### src/rtl/bsg_ddr_req_to_fifo_pkg.sv
// Package bsg_ddr_fifo_pkg: shared types and constants for the DDR request front-end.
//   ddr_cmd_s : 26-bit command word layout as written into the cmd FIFO
//   Op*       : {cs_n,ras_n,cas_n,we_n} opcodes for LMR / ACT / RD / WR
//   state_e   : request front-end FSM states
//   bl_code() : burst length -> mode-register BL field
package bsg_ddr_fifo_pkg;

   typedef struct packed {
      logic [2:0]  bank;
      logic [15:0] addr;
      logic        cke;
      logic        cs_n;
      logic        ras_n;
      logic        cas_n;
      logic        we_n;
      logic        reset_n;
      logic        odt;
   } ddr_cmd_s;

   localparam logic [3:0] OpLmr = 4'b0000;
   localparam logic [3:0] OpAct = 4'b0011;
   localparam logic [3:0] OpRd  = 4'b0101;
   localparam logic [3:0] OpWr  = 4'b0100;

   typedef enum logic [2:0] {
      eInit,
      eIdle,
      eAct,
      eCmd,
      eWrData,
      eRdData
   } state_e;

   function automatic logic [2:0] bl_code(int unsigned bl);
      case (bl)
         2:       return 3'b001;
         4:       return 3'b010;
         8:       return 3'b011;
         16:      return 3'b100;
         default: return 3'b011;
      endcase
   endfunction

endpackage

### src/rtl/bsg_ddr_req_to_fifo_if.sv
// Interface bsg_ddr_req_to_fifo_if: every handshake/bus signal of the DDR request front-end.
// Signal names carry the direction as seen from the front-end (the block under the slave modport).
//   request side : req_*, wdata_*/wmask_i, rdata_*
//   FIFO side    : fifo_cmd_*, fifo_wr_*, fifo_rd_*
// Modports: slave = the front-end itself, master = requester plus FIFOs driving it.
interface bsg_ddr_req_to_fifo_if #(
   parameter int unsigned dq_data_width_p = 16,
   parameter int unsigned addr_width_p    = 29
);
   localparam int unsigned word_width_lp = 2 * dq_data_width_p;
   localparam int unsigned mask_width_lp = word_width_lp / 8;

   logic                                   req_v_i;
   logic                                   req_write_i;
   logic [addr_width_p-1:0]                req_addr_i;
   logic                                   req_ready_o;

   logic                                   wdata_v_i;
   logic [word_width_lp-1:0]               wdata_i;
   logic [mask_width_lp-1:0]               wmask_i;
   logic                                   wdata_ready_o;

   logic                                   rdata_v_o;
   logic [word_width_lp-1:0]               rdata_o;
   logic                                   rdata_yumi_i;

   logic                                   fifo_cmd_v_o;
   logic [25:0]                            fifo_cmd_data_o;
   logic                                   fifo_cmd_ready_i;

   logic                                   fifo_wr_v_o;
   logic [word_width_lp+mask_width_lp-1:0] fifo_wr_data_o;
   logic                                   fifo_wr_ready_i;

   logic                                   fifo_rd_v_i;
   logic [word_width_lp-1:0]               fifo_rd_data_i;
   logic                                   fifo_rd_yumi_o;

   modport slave (
      input  req_v_i, req_write_i, req_addr_i,
      output req_ready_o,
      input  wdata_v_i, wdata_i, wmask_i,
      output wdata_ready_o,
      output rdata_v_o, rdata_o,
      input  rdata_yumi_i,
      output fifo_cmd_v_o, fifo_cmd_data_o,
      input  fifo_cmd_ready_i,
      output fifo_wr_v_o, fifo_wr_data_o,
      input  fifo_wr_ready_i,
      input  fifo_rd_v_i, fifo_rd_data_i,
      output fifo_rd_yumi_o
   );

   modport master (
      output req_v_i, req_write_i, req_addr_i,
      input  req_ready_o,
      output wdata_v_i, wdata_i, wmask_i,
      input  wdata_ready_o,
      input  rdata_v_o, rdata_o,
      output rdata_yumi_i,
      input  fifo_cmd_v_o, fifo_cmd_data_o,
      output fifo_cmd_ready_i,
      input  fifo_wr_v_o, fifo_wr_data_o,
      output fifo_wr_ready_i,
      output fifo_rd_v_i, fifo_rd_data_i,
      input  fifo_rd_yumi_o
   );

endinterface

### src/rtl/bsg_ddr_cmd_encode.sv
// bsg_ddr_cmd_encode: combinational builder of one 26-bit DDR command word.
//   op_i   : {cs_n,ras_n,cas_n,we_n} opcode (OpLmr/OpAct/OpRd/OpWr)
//   bank_i : 2-bit bank (ignored for LMR, which always targets bank 0)
//   row_i  : row address used by ACT
//   col_i  : column address used by RD/WR
//   mode_i : mode-register value used by LMR
//   cmd_o  : {bank[2:0],addr[15:0],cke,cs_n,ras_n,cas_n,we_n,reset_n,odt}
module bsg_ddr_cmd_encode
   import bsg_ddr_fifo_pkg::*;
(
   input  logic [3:0]  op_i,
   input  logic [1:0]  bank_i,
   input  logic [13:0] row_i,
   input  logic [10:0] col_i,
   input  logic [15:0] mode_i,
   output logic [25:0] cmd_o
);

   ddr_cmd_s cmd;

   always_comb begin
      cmd         = '0;
      cmd.cke     = 1'b1;
      cmd.reset_n = 1'b1;
      cmd.odt     = 1'b0;
      {cmd.cs_n, cmd.ras_n, cmd.cas_n, cmd.we_n} = op_i;
      case (op_i)
         OpLmr: begin
            cmd.bank = 3'b000;
            cmd.addr = mode_i;
         end
         OpAct: begin
            cmd.bank = {1'b0, bank_i};
            cmd.addr = {2'b00, row_i};
         end
         default: begin
            // RD/WR: A10 forced low so the row stays open (no auto-precharge).
            cmd.bank = {1'b0, bank_i};
            cmd.addr = {4'b0000, col_i[10], 1'b0, col_i[9:0]};
         end
      endcase
      cmd_o = cmd;
   end

endmodule

### src/rtl/bsg_ddr_req_to_fifo.sv
// bsg_ddr_req_to_fifo: upstream front-end of the DDR-command-FIFO-to-AXI bridge.
// After reset issues one Load-Mode-Register, then serves one read/write burst request at a time:
// ACT + RD/WR command words into the cmd FIFO, then burst_len_p/2 data words streamed between
// the requester and the wr/rd FIFOs.
// Ports:
//   clk_i, reset_n_i : clock, asynchronous active-low reset
//   bus (slave)      : request, write-data, read-data and FIFO handshakes
//   busy_o           : high whenever the FSM is not idle
// Build option: define BSG_DDR_REQ_OPEN_ROW_EN to track the last activated bank/row and skip ACT
// on a matching request; without it every request issues ACT.
module bsg_ddr_req_to_fifo
   import bsg_ddr_fifo_pkg::*;
#(
   parameter int unsigned dq_data_width_p = 16,
   parameter int unsigned burst_len_p     = 8,
   parameter int unsigned cas_latency_p   = 3,
   parameter int unsigned addr_width_p    = 29
) (
   input  logic                  clk_i,
   input  logic                  reset_n_i,
   bsg_ddr_req_to_fifo_if.slave  bus,
   output logic                  busy_o
);

   localparam int unsigned words_lp     = burst_len_p / 2;
   localparam int unsigned cnt_width_lp = $clog2(words_lp + 1);
   localparam logic [cnt_width_lp-1:0] words_cnt_lp = cnt_width_lp'(words_lp);
   localparam logic [15:0] mode_lp = {9'b0, 3'(cas_latency_p), 1'b0, bl_code(burst_len_p)};

   state_e                  state_q;
   logic                    write_q;
   logic [1:0]              bank_q;
   logic [13:0]             row_q;
   logic [10:0]             col_q;
   logic [cnt_width_lp-1:0] cnt_q;
   logic                    cmd_v_q;
   logic [25:0]             cmd_data_q;

   logic [1:0]  req_bank;
   logic [13:0] req_row;
   logic [10:0] req_col;
   logic        unused_addr_lsbs;

   assign req_bank         = bus.req_addr_i[28:27];
   assign req_row          = bus.req_addr_i[26:13];
   assign req_col          = bus.req_addr_i[12:2];
   assign unused_addr_lsbs = ^bus.req_addr_i[1:0];

   logic accept, row_hit, wr_xfer, rd_xfer, cmd_fire;
   logic [cnt_width_lp-1:0] cnt_inc;

   assign accept   = (state_q == eIdle) & bus.req_v_i;
   assign wr_xfer  = (state_q == eWrData) & bus.wdata_v_i & bus.fifo_wr_ready_i;
   assign rd_xfer  = (state_q == eRdData) & bus.fifo_rd_v_i & bus.rdata_yumi_i;
   assign cmd_fire = cmd_v_q & bus.fifo_cmd_ready_i;
   assign cnt_inc  = cnt_q + cnt_width_lp'(1);

`ifdef BSG_DDR_REQ_OPEN_ROW_EN
   logic        tag_v_q;
   logic [1:0]  tag_bank_q;
   logic [13:0] tag_row_q;

   assign row_hit = tag_v_q & (tag_bank_q == req_bank) & (tag_row_q == req_row);

   // A miss always issues ACT, so the tag is refreshed at acceptance.
   always_ff @(posedge clk_i or negedge reset_n_i) begin
      if (!reset_n_i) begin
         tag_v_q    <= 1'b0;
         tag_bank_q <= '0;
         tag_row_q  <= '0;
      end else if (accept && !row_hit) begin
         tag_v_q    <= 1'b1;
         tag_bank_q <= req_bank;
         tag_row_q  <= req_row;
      end
   end
`else
   assign row_hit = 1'b0;
`endif

   // Encoder inputs: in eIdle the request has not been latched yet, so use it directly.
   logic [3:0]  enc_op, rw_op;
   logic [1:0]  enc_bank;
   logic [13:0] enc_row;
   logic [10:0] enc_col;
   logic        enc_write;
   logic [25:0] enc_cmd;

   always_comb begin
      enc_bank  = bank_q;
      enc_row   = row_q;
      enc_col   = col_q;
      enc_write = write_q;
      if (state_q == eIdle) begin
         enc_bank  = req_bank;
         enc_row   = req_row;
         enc_col   = req_col;
         enc_write = bus.req_write_i;
      end
      rw_op = enc_write ? OpWr : OpRd;
      case (state_q)
         eInit:   enc_op = OpLmr;
         eIdle:   enc_op = row_hit ? rw_op : OpAct;
         default: enc_op = rw_op;
      endcase
   end

   bsg_ddr_cmd_encode u_encode (
      .op_i   (enc_op),
      .bank_i (enc_bank),
      .row_i  (enc_row),
      .col_i  (enc_col),
      .mode_i (mode_lp),
      .cmd_o  (enc_cmd)
   );

   // Command word is loaded on entry to the state that owns it and held until the FIFO takes it.
   always_ff @(posedge clk_i or negedge reset_n_i) begin
      if (!reset_n_i) begin
         state_q    <= eInit;
         write_q    <= 1'b0;
         bank_q     <= '0;
         row_q      <= '0;
         col_q      <= '0;
         cnt_q      <= '0;
         cmd_v_q    <= 1'b0;
         cmd_data_q <= '0;
      end else begin
         case (state_q)
            eInit: begin
               if (!cmd_v_q) begin
                  cmd_v_q    <= 1'b1;
                  cmd_data_q <= enc_cmd;
               end else if (bus.fifo_cmd_ready_i) begin
                  cmd_v_q <= 1'b0;
                  state_q <= eIdle;
               end
            end
            eIdle: begin
               if (accept) begin
                  write_q    <= bus.req_write_i;
                  bank_q     <= req_bank;
                  row_q      <= req_row;
                  col_q      <= req_col;
                  cmd_v_q    <= 1'b1;
                  cmd_data_q <= enc_cmd;
                  state_q    <= row_hit ? eCmd : eAct;
               end
            end
            eAct: begin
               if (cmd_fire) begin
                  cmd_data_q <= enc_cmd;
                  state_q    <= eCmd;
               end
            end
            eCmd: begin
               if (cmd_fire) begin
                  cmd_v_q <= 1'b0;
                  cnt_q   <= '0;
                  state_q <= write_q ? eWrData : eRdData;
               end
            end
            eWrData: begin
               if (wr_xfer) begin
                  cnt_q <= cnt_inc;
                  if (cnt_inc == words_cnt_lp) state_q <= eIdle;
               end
            end
            eRdData: begin
               if (rd_xfer) begin
                  cnt_q <= cnt_inc;
                  if (cnt_inc == words_cnt_lp) state_q <= eIdle;
               end
            end
            default: begin
               state_q <= eInit;
               cmd_v_q <= 1'b0;
            end
         endcase
      end
   end

   assign bus.req_ready_o     = (state_q == eIdle);
   assign bus.fifo_cmd_v_o    = cmd_v_q;
   assign bus.fifo_cmd_data_o = cmd_data_q;

   assign bus.fifo_wr_v_o    = (state_q == eWrData) & bus.wdata_v_i;
   assign bus.wdata_ready_o  = (state_q == eWrData) & bus.fifo_wr_ready_i;
   assign bus.fifo_wr_data_o = {bus.wdata_i, bus.wmask_i};

   assign bus.rdata_v_o      = (state_q == eRdData) & bus.fifo_rd_v_i;
   assign bus.rdata_o        = bus.fifo_rd_data_i;
   assign bus.fifo_rd_yumi_o = rd_xfer;

   assign busy_o = (state_q != eIdle);

endmodule

### src/flat_wrapper.sv
// flat-port wrapper written by rule: the top's interface ports become plain ports
module bsg_ddr_req_to_fifo_flat import bsg_ddr_fifo_pkg::*;
#(
   parameter int unsigned dq_data_width_p = 16,
   parameter int unsigned burst_len_p     = 8,
   parameter int unsigned cas_latency_p   = 3,
   parameter int unsigned addr_width_p    = 29
)
  (clk_i, reset_n_i, busy_o, bus_req_v_i, bus_req_write_i, bus_req_addr_i, bus_req_ready_o, bus_wdata_v_i, bus_wdata_i, bus_wmask_i, bus_wdata_ready_o, bus_rdata_v_o, bus_rdata_o, bus_rdata_yumi_i, bus_fifo_cmd_v_o, bus_fifo_cmd_data_o, bus_fifo_cmd_ready_i, bus_fifo_wr_v_o, bus_fifo_wr_data_o, bus_fifo_wr_ready_i, bus_fifo_rd_v_i, bus_fifo_rd_data_i, bus_fifo_rd_yumi_o);
  bsg_ddr_req_to_fifo_if #(.dq_data_width_p(dq_data_width_p), .addr_width_p(addr_width_p)) bus_i ();
  input  logic clk_i;
  input  logic reset_n_i;
  output logic busy_o;
  input wire logic [$bits(bus_i.req_v_i)-1:0] bus_req_v_i;
  input wire logic [$bits(bus_i.req_write_i)-1:0] bus_req_write_i;
  input wire logic [$bits(bus_i.req_addr_i)-1:0] bus_req_addr_i;
  output wire logic [$bits(bus_i.req_ready_o)-1:0] bus_req_ready_o;
  input wire logic [$bits(bus_i.wdata_v_i)-1:0] bus_wdata_v_i;
  input wire logic [$bits(bus_i.wdata_i)-1:0] bus_wdata_i;
  input wire logic [$bits(bus_i.wmask_i)-1:0] bus_wmask_i;
  output wire logic [$bits(bus_i.wdata_ready_o)-1:0] bus_wdata_ready_o;
  output wire logic [$bits(bus_i.rdata_v_o)-1:0] bus_rdata_v_o;
  output wire logic [$bits(bus_i.rdata_o)-1:0] bus_rdata_o;
  input wire logic [$bits(bus_i.rdata_yumi_i)-1:0] bus_rdata_yumi_i;
  output wire logic [$bits(bus_i.fifo_cmd_v_o)-1:0] bus_fifo_cmd_v_o;
  output wire logic [$bits(bus_i.fifo_cmd_data_o)-1:0] bus_fifo_cmd_data_o;
  input wire logic [$bits(bus_i.fifo_cmd_ready_i)-1:0] bus_fifo_cmd_ready_i;
  output wire logic [$bits(bus_i.fifo_wr_v_o)-1:0] bus_fifo_wr_v_o;
  output wire logic [$bits(bus_i.fifo_wr_data_o)-1:0] bus_fifo_wr_data_o;
  input wire logic [$bits(bus_i.fifo_wr_ready_i)-1:0] bus_fifo_wr_ready_i;
  input wire logic [$bits(bus_i.fifo_rd_v_i)-1:0] bus_fifo_rd_v_i;
  input wire logic [$bits(bus_i.fifo_rd_data_i)-1:0] bus_fifo_rd_data_i;
  output wire logic [$bits(bus_i.fifo_rd_yumi_o)-1:0] bus_fifo_rd_yumi_o;
  assign bus_i.req_v_i = bus_req_v_i;
  assign bus_i.req_write_i = bus_req_write_i;
  assign bus_i.req_addr_i = bus_req_addr_i;
  assign bus_req_ready_o = bus_i.req_ready_o;
  assign bus_i.wdata_v_i = bus_wdata_v_i;
  assign bus_i.wdata_i = bus_wdata_i;
  assign bus_i.wmask_i = bus_wmask_i;
  assign bus_wdata_ready_o = bus_i.wdata_ready_o;
  assign bus_rdata_v_o = bus_i.rdata_v_o;
  assign bus_rdata_o = bus_i.rdata_o;
  assign bus_i.rdata_yumi_i = bus_rdata_yumi_i;
  assign bus_fifo_cmd_v_o = bus_i.fifo_cmd_v_o;
  assign bus_fifo_cmd_data_o = bus_i.fifo_cmd_data_o;
  assign bus_i.fifo_cmd_ready_i = bus_fifo_cmd_ready_i;
  assign bus_fifo_wr_v_o = bus_i.fifo_wr_v_o;
  assign bus_fifo_wr_data_o = bus_i.fifo_wr_data_o;
  assign bus_i.fifo_wr_ready_i = bus_fifo_wr_ready_i;
  assign bus_i.fifo_rd_v_i = bus_fifo_rd_v_i;
  assign bus_i.fifo_rd_data_i = bus_fifo_rd_data_i;
  assign bus_fifo_rd_yumi_o = bus_i.fifo_rd_yumi_o;
  bsg_ddr_req_to_fifo #(.dq_data_width_p(dq_data_width_p), .burst_len_p(burst_len_p), .cas_latency_p(cas_latency_p), .addr_width_p(addr_width_p)) u_core (.clk_i(clk_i), .reset_n_i(reset_n_i), .bus(bus_i), .busy_o(busy_o));
endmodule
### config.mk
export PLATFORM = sky130hd
export DESIGN_NAME = bsg_ddr_req_to_fifo_flat
export DESIGN_NICKNAME = d
export VERILOG_FILES = /design/src/rtl/bsg_ddr_req_to_fifo_pkg.sv /design/src/rtl/bsg_ddr_req_to_fifo_if.sv /design/src/rtl/bsg_ddr_cmd_encode.sv /design/src/rtl/bsg_ddr_req_to_fifo.sv /design/src/flat_wrapper.sv
export SDC_FILE = /design/constraint.sdc
export NUM_CORES = 1
export LEC_CHECK = 0
export BUFFER_PORTS_ARGS = -buffer_cell sky130_fd_sc_hd__buf_2
export CORE_MARGIN = 2
export CORE_UTILIZATION = 46
export DETAILED_ROUTE_END_ITERATION = 16
export GPL_ROUTABILITY_DRIVEN = 0
export HOLD_SLACK_MARGIN = 0.05
export PLACE_DENSITY = 0.79
export SLEW_MARGIN = 20
export SYNTH_ARGS = -nofsm -noshare
export SYNTH_HDL_FRONTEND = slang
export SYNTH_HIERARCHICAL = 1
export SYNTH_SLANG_ARGS = --single-unit
export TNS_END_PERCENT = 1
### constraint.sdc
create_clock -name clk_i -period 2.71 [get_ports clk_i]
set_clock_uncertainty 0.05 [all_clocks]
set_input_delay 0.4065 -clock clk_i [delete_from_list [all_inputs] [get_ports clk_i]]
set_output_delay 0.4065 -clock clk_i [all_outputs]
set_load 0.05 [all_outputs]
==> metrics.cfg <==
[setup_path]
start_kind = flip-flop
worstPathArrival_ns = 2.52
r2r_slack_ns = 0.35
worstPathMaxFanout = 18
r2r-start = u_core/state_q[0]
setup.worst_path.class = flip-flop to flip-flop
worstPathRequired_ns = 2.88
worst_setup_path_end_kind = flip-flop
r2r_cells = 6
timing.rr.end = u_core/bus.fifo_cmd_data_o[13]

[place]
dp.cells = 509
post_dp_cell_area_um2 = 3910
port_buffers = 68
dpl.hpwl_um = 5340

[sta]
rsz0062_at_grt = no
hold_ws_ns = 0.269
hold_violations = 0
finalMaxSlewViolations = 0
setup_tns_ns = 0
fmax_mhz = 425
slew_headroom_pct = 57.2
setup_viol = 0
tightest_slew_ns = 0.642
finalCriticalPeriod_ns = 2.36
period_share_pct = 86.9

[logic_synthesis]
synth.cell_area_um2 = 3970
ys_types = 48
synth.avg_cell_area_um2 = 9.95
async_flop_share_pct = 100
syn-instance-count = 399
synth_flop_cell = dfrtp_1
synth_edf_count = 0
synth_seq_cells = 61
seq_area_frac_synth_pct = 38.4
netlist.area_leader.share_pct = 38.4
yosysWarnings = 6
synth_area_leaders = dfrtp_1 38%, buf_4 15%, mux2_4 11%, nand2_1 8.5%, mux2_2 5.4%
synth_area_leader_cell = dfrtp_1
synthTopCellsByCount = 90 x nand2_1, 79 x buf_4, 61 x dfrtp_1
yosysMostFrequentCell = nand2_1

[power_and_ir_drop]
power.leakage_nw = 2.11
power_density_nw_per_um2 = 1390
power.total_w = 0.00572
ir_worst_vdd_mv = 0.674

[floorplan]
io_pins = 207
dieArea_um2 = 9390
initial_core_util_pct = 47.8
core_area_um2 = 8300
rows = 33
fp.dieW_um = 96.9
die_y_um = 96.9

[final_layout]
layoutNonFillerInstCount = 526
fin_area_um2 = 4110
area_growth_syn_to_layout_pct = 3.50
antenna_cells = 0
fin_nets = 524
layout-drive-gt1-share_pct = 37.1

[route]
wirelength_um = 7690
drt_iter0_drc = 106
ant_nets = 0
vias = 2626
drc = 0
routedWlPerCell_um = 14.6
drt_pass1_iterations = 4
via_per_inst = 4.99

[global_route]
grt_usage_pct = 17.0
grt.overflow.total = 0
antenna_found_initial = 0
grt_pass1_vias = 2687
grt_max_degree = 27
grt_pass1_wl_um = 13000

[clock_tree]
cts.htree.levels = 3
cts_setup_buffers = 0
clkTransAtPathRegs_ns = 0.07
insertion_delay_ns = 0.33
ctsLongestPathBuffers = 2
root_buffer = clkbuf_8
cts_sinks = 61
cts_tree = built
post_cts_resized = 0
numCtsBuffers = 9

[min_path]
hold_end = u_core/write_q
hp-start = bus_req_write_i
hold_path_depth = 2
hp-class = input pin to flip-flop

[flow_run]
drv_cap = 0

[run_status]
status = complete, no violations

per-layer routing:
metal | global-route usage [%] | wire length, µm | vias up
li1 | - | - | 1251
met4 | 7.37 | 80 | 0
met5 | 0 | 0 | -
met1 | 21.0 | 3450 | 1269
met2 | 27.9 | 3710 | 90
met3 | 4.55 | 451 | 16
power breakdown:
part | switching, W | leakage [nW] | internal [W]
logic | 0.00194 | 1.27 | 0.00135
clock network | 0.000354 | 0.0964 | 0.000448
registers | 0.000275 | 0.741 | 0.00135
total | 0.00256 | 2.11 | 0.00316
layout make-up:
class	instances	area, µm²
fillers	773	4190
clock buffers	12	145
multi-input cells	249	1760
well taps	105	131
clock inverters	4	47.5
repair buffers	80	445
flip-flops and latches	61	1530
inverters	15	56.3
how the worst max path moves through the flow:
stage	endpoint	startpoint	cells after the start	slack (ns)
after floorplan	u_core/bus.fifo_cmd_data_o[10]	u_core/state_q[0]	9	0.17
after global placement	u_core/bus.fifo_cmd_data_o[16]	u_core/state_q[0]	6	0.46
after detailed placement	u_core/bus.fifo_cmd_data_o[9]	u_core/state_q[0]	6	0.39
final	u_core/bus.fifo_cmd_data_o[13]	u_core/state_q[0]	6	0.35
after CTS	u_core/bus.fifo_cmd_data_o[9]	u_core/state_q[0]	6	0.37
after global routing	u_core/bus.fifo_cmd_data_o[18]	u_core/state_q[0]	6	0.16
placed cells by master, fill, tap and decap left out, types with 3 or more instances in the layout:
cell type,instances
mux2_2,19
mux2_4,29
a22o_1,3
o21ai_0,15
buf_4,10
and2_1,4
a22oi_1,12
nand2_1,90
conb_1,23
dfrtp_1,61
buf_2,68
nor2_1,7
inv_1,14
clkbuf_8,10
mux2_1,6
a21oi_1,3
and3_1,3
cell families (layout without fill, tap and decap cells):
group                      after synthesis  after routing  synth area share [%]
buffers and inverters                  108            111                  19.1
other                                    4             23                 0.378
and+or+nand+nor                        124            124                  15.1
muxes                                   55             55                  18.3
xor gates and xnor gates                 1              1                 0.221
DFF                                     61             61                  38.4
AOI/OAI and AO/OA                       44             44                  7.82
adders and majority gates                2              2                 0.630
worst max-delay path: stages (launching register included):
cell and delay, ns:
dfrtp_1 0.63, nand2_1 0.20, inv_2 0.30, nor4bb_4 0.36, or2_2 0.29, o21ai_0 0.14
mux2_4 0.27
state kept, by name, indices dropped and copies added, names as in the netlist:
name,flops
u_core/cnt_q,3
u_core/col_q,11
u_core/row_q,14
u_core/state_q,3
u_core/bus.fifo_cmd_v_o,1
u_core/bank_q,2
u_core/bus.fifo_cmd_data_o,26
u_core/write_q,1
per-stage QoR:
step | util (%) | setup WS, ns
after floorplan | - | 0.174
after global placement | 47.1 | 0.458
after detailed placement | 47.1 | 0.390
after CTS | 49.5 | 0.371
after global routing | 49.5 | 0.163
final | 49.5 | 0.355
timing repair:
item                                    in CTS  in global routing
endpoints found under the hold margin       12                  0
endpoints found under the setup margin       0                  0
hold buffers                                 1                  0
Note: power is estimated with default switching activity, not from simulation.
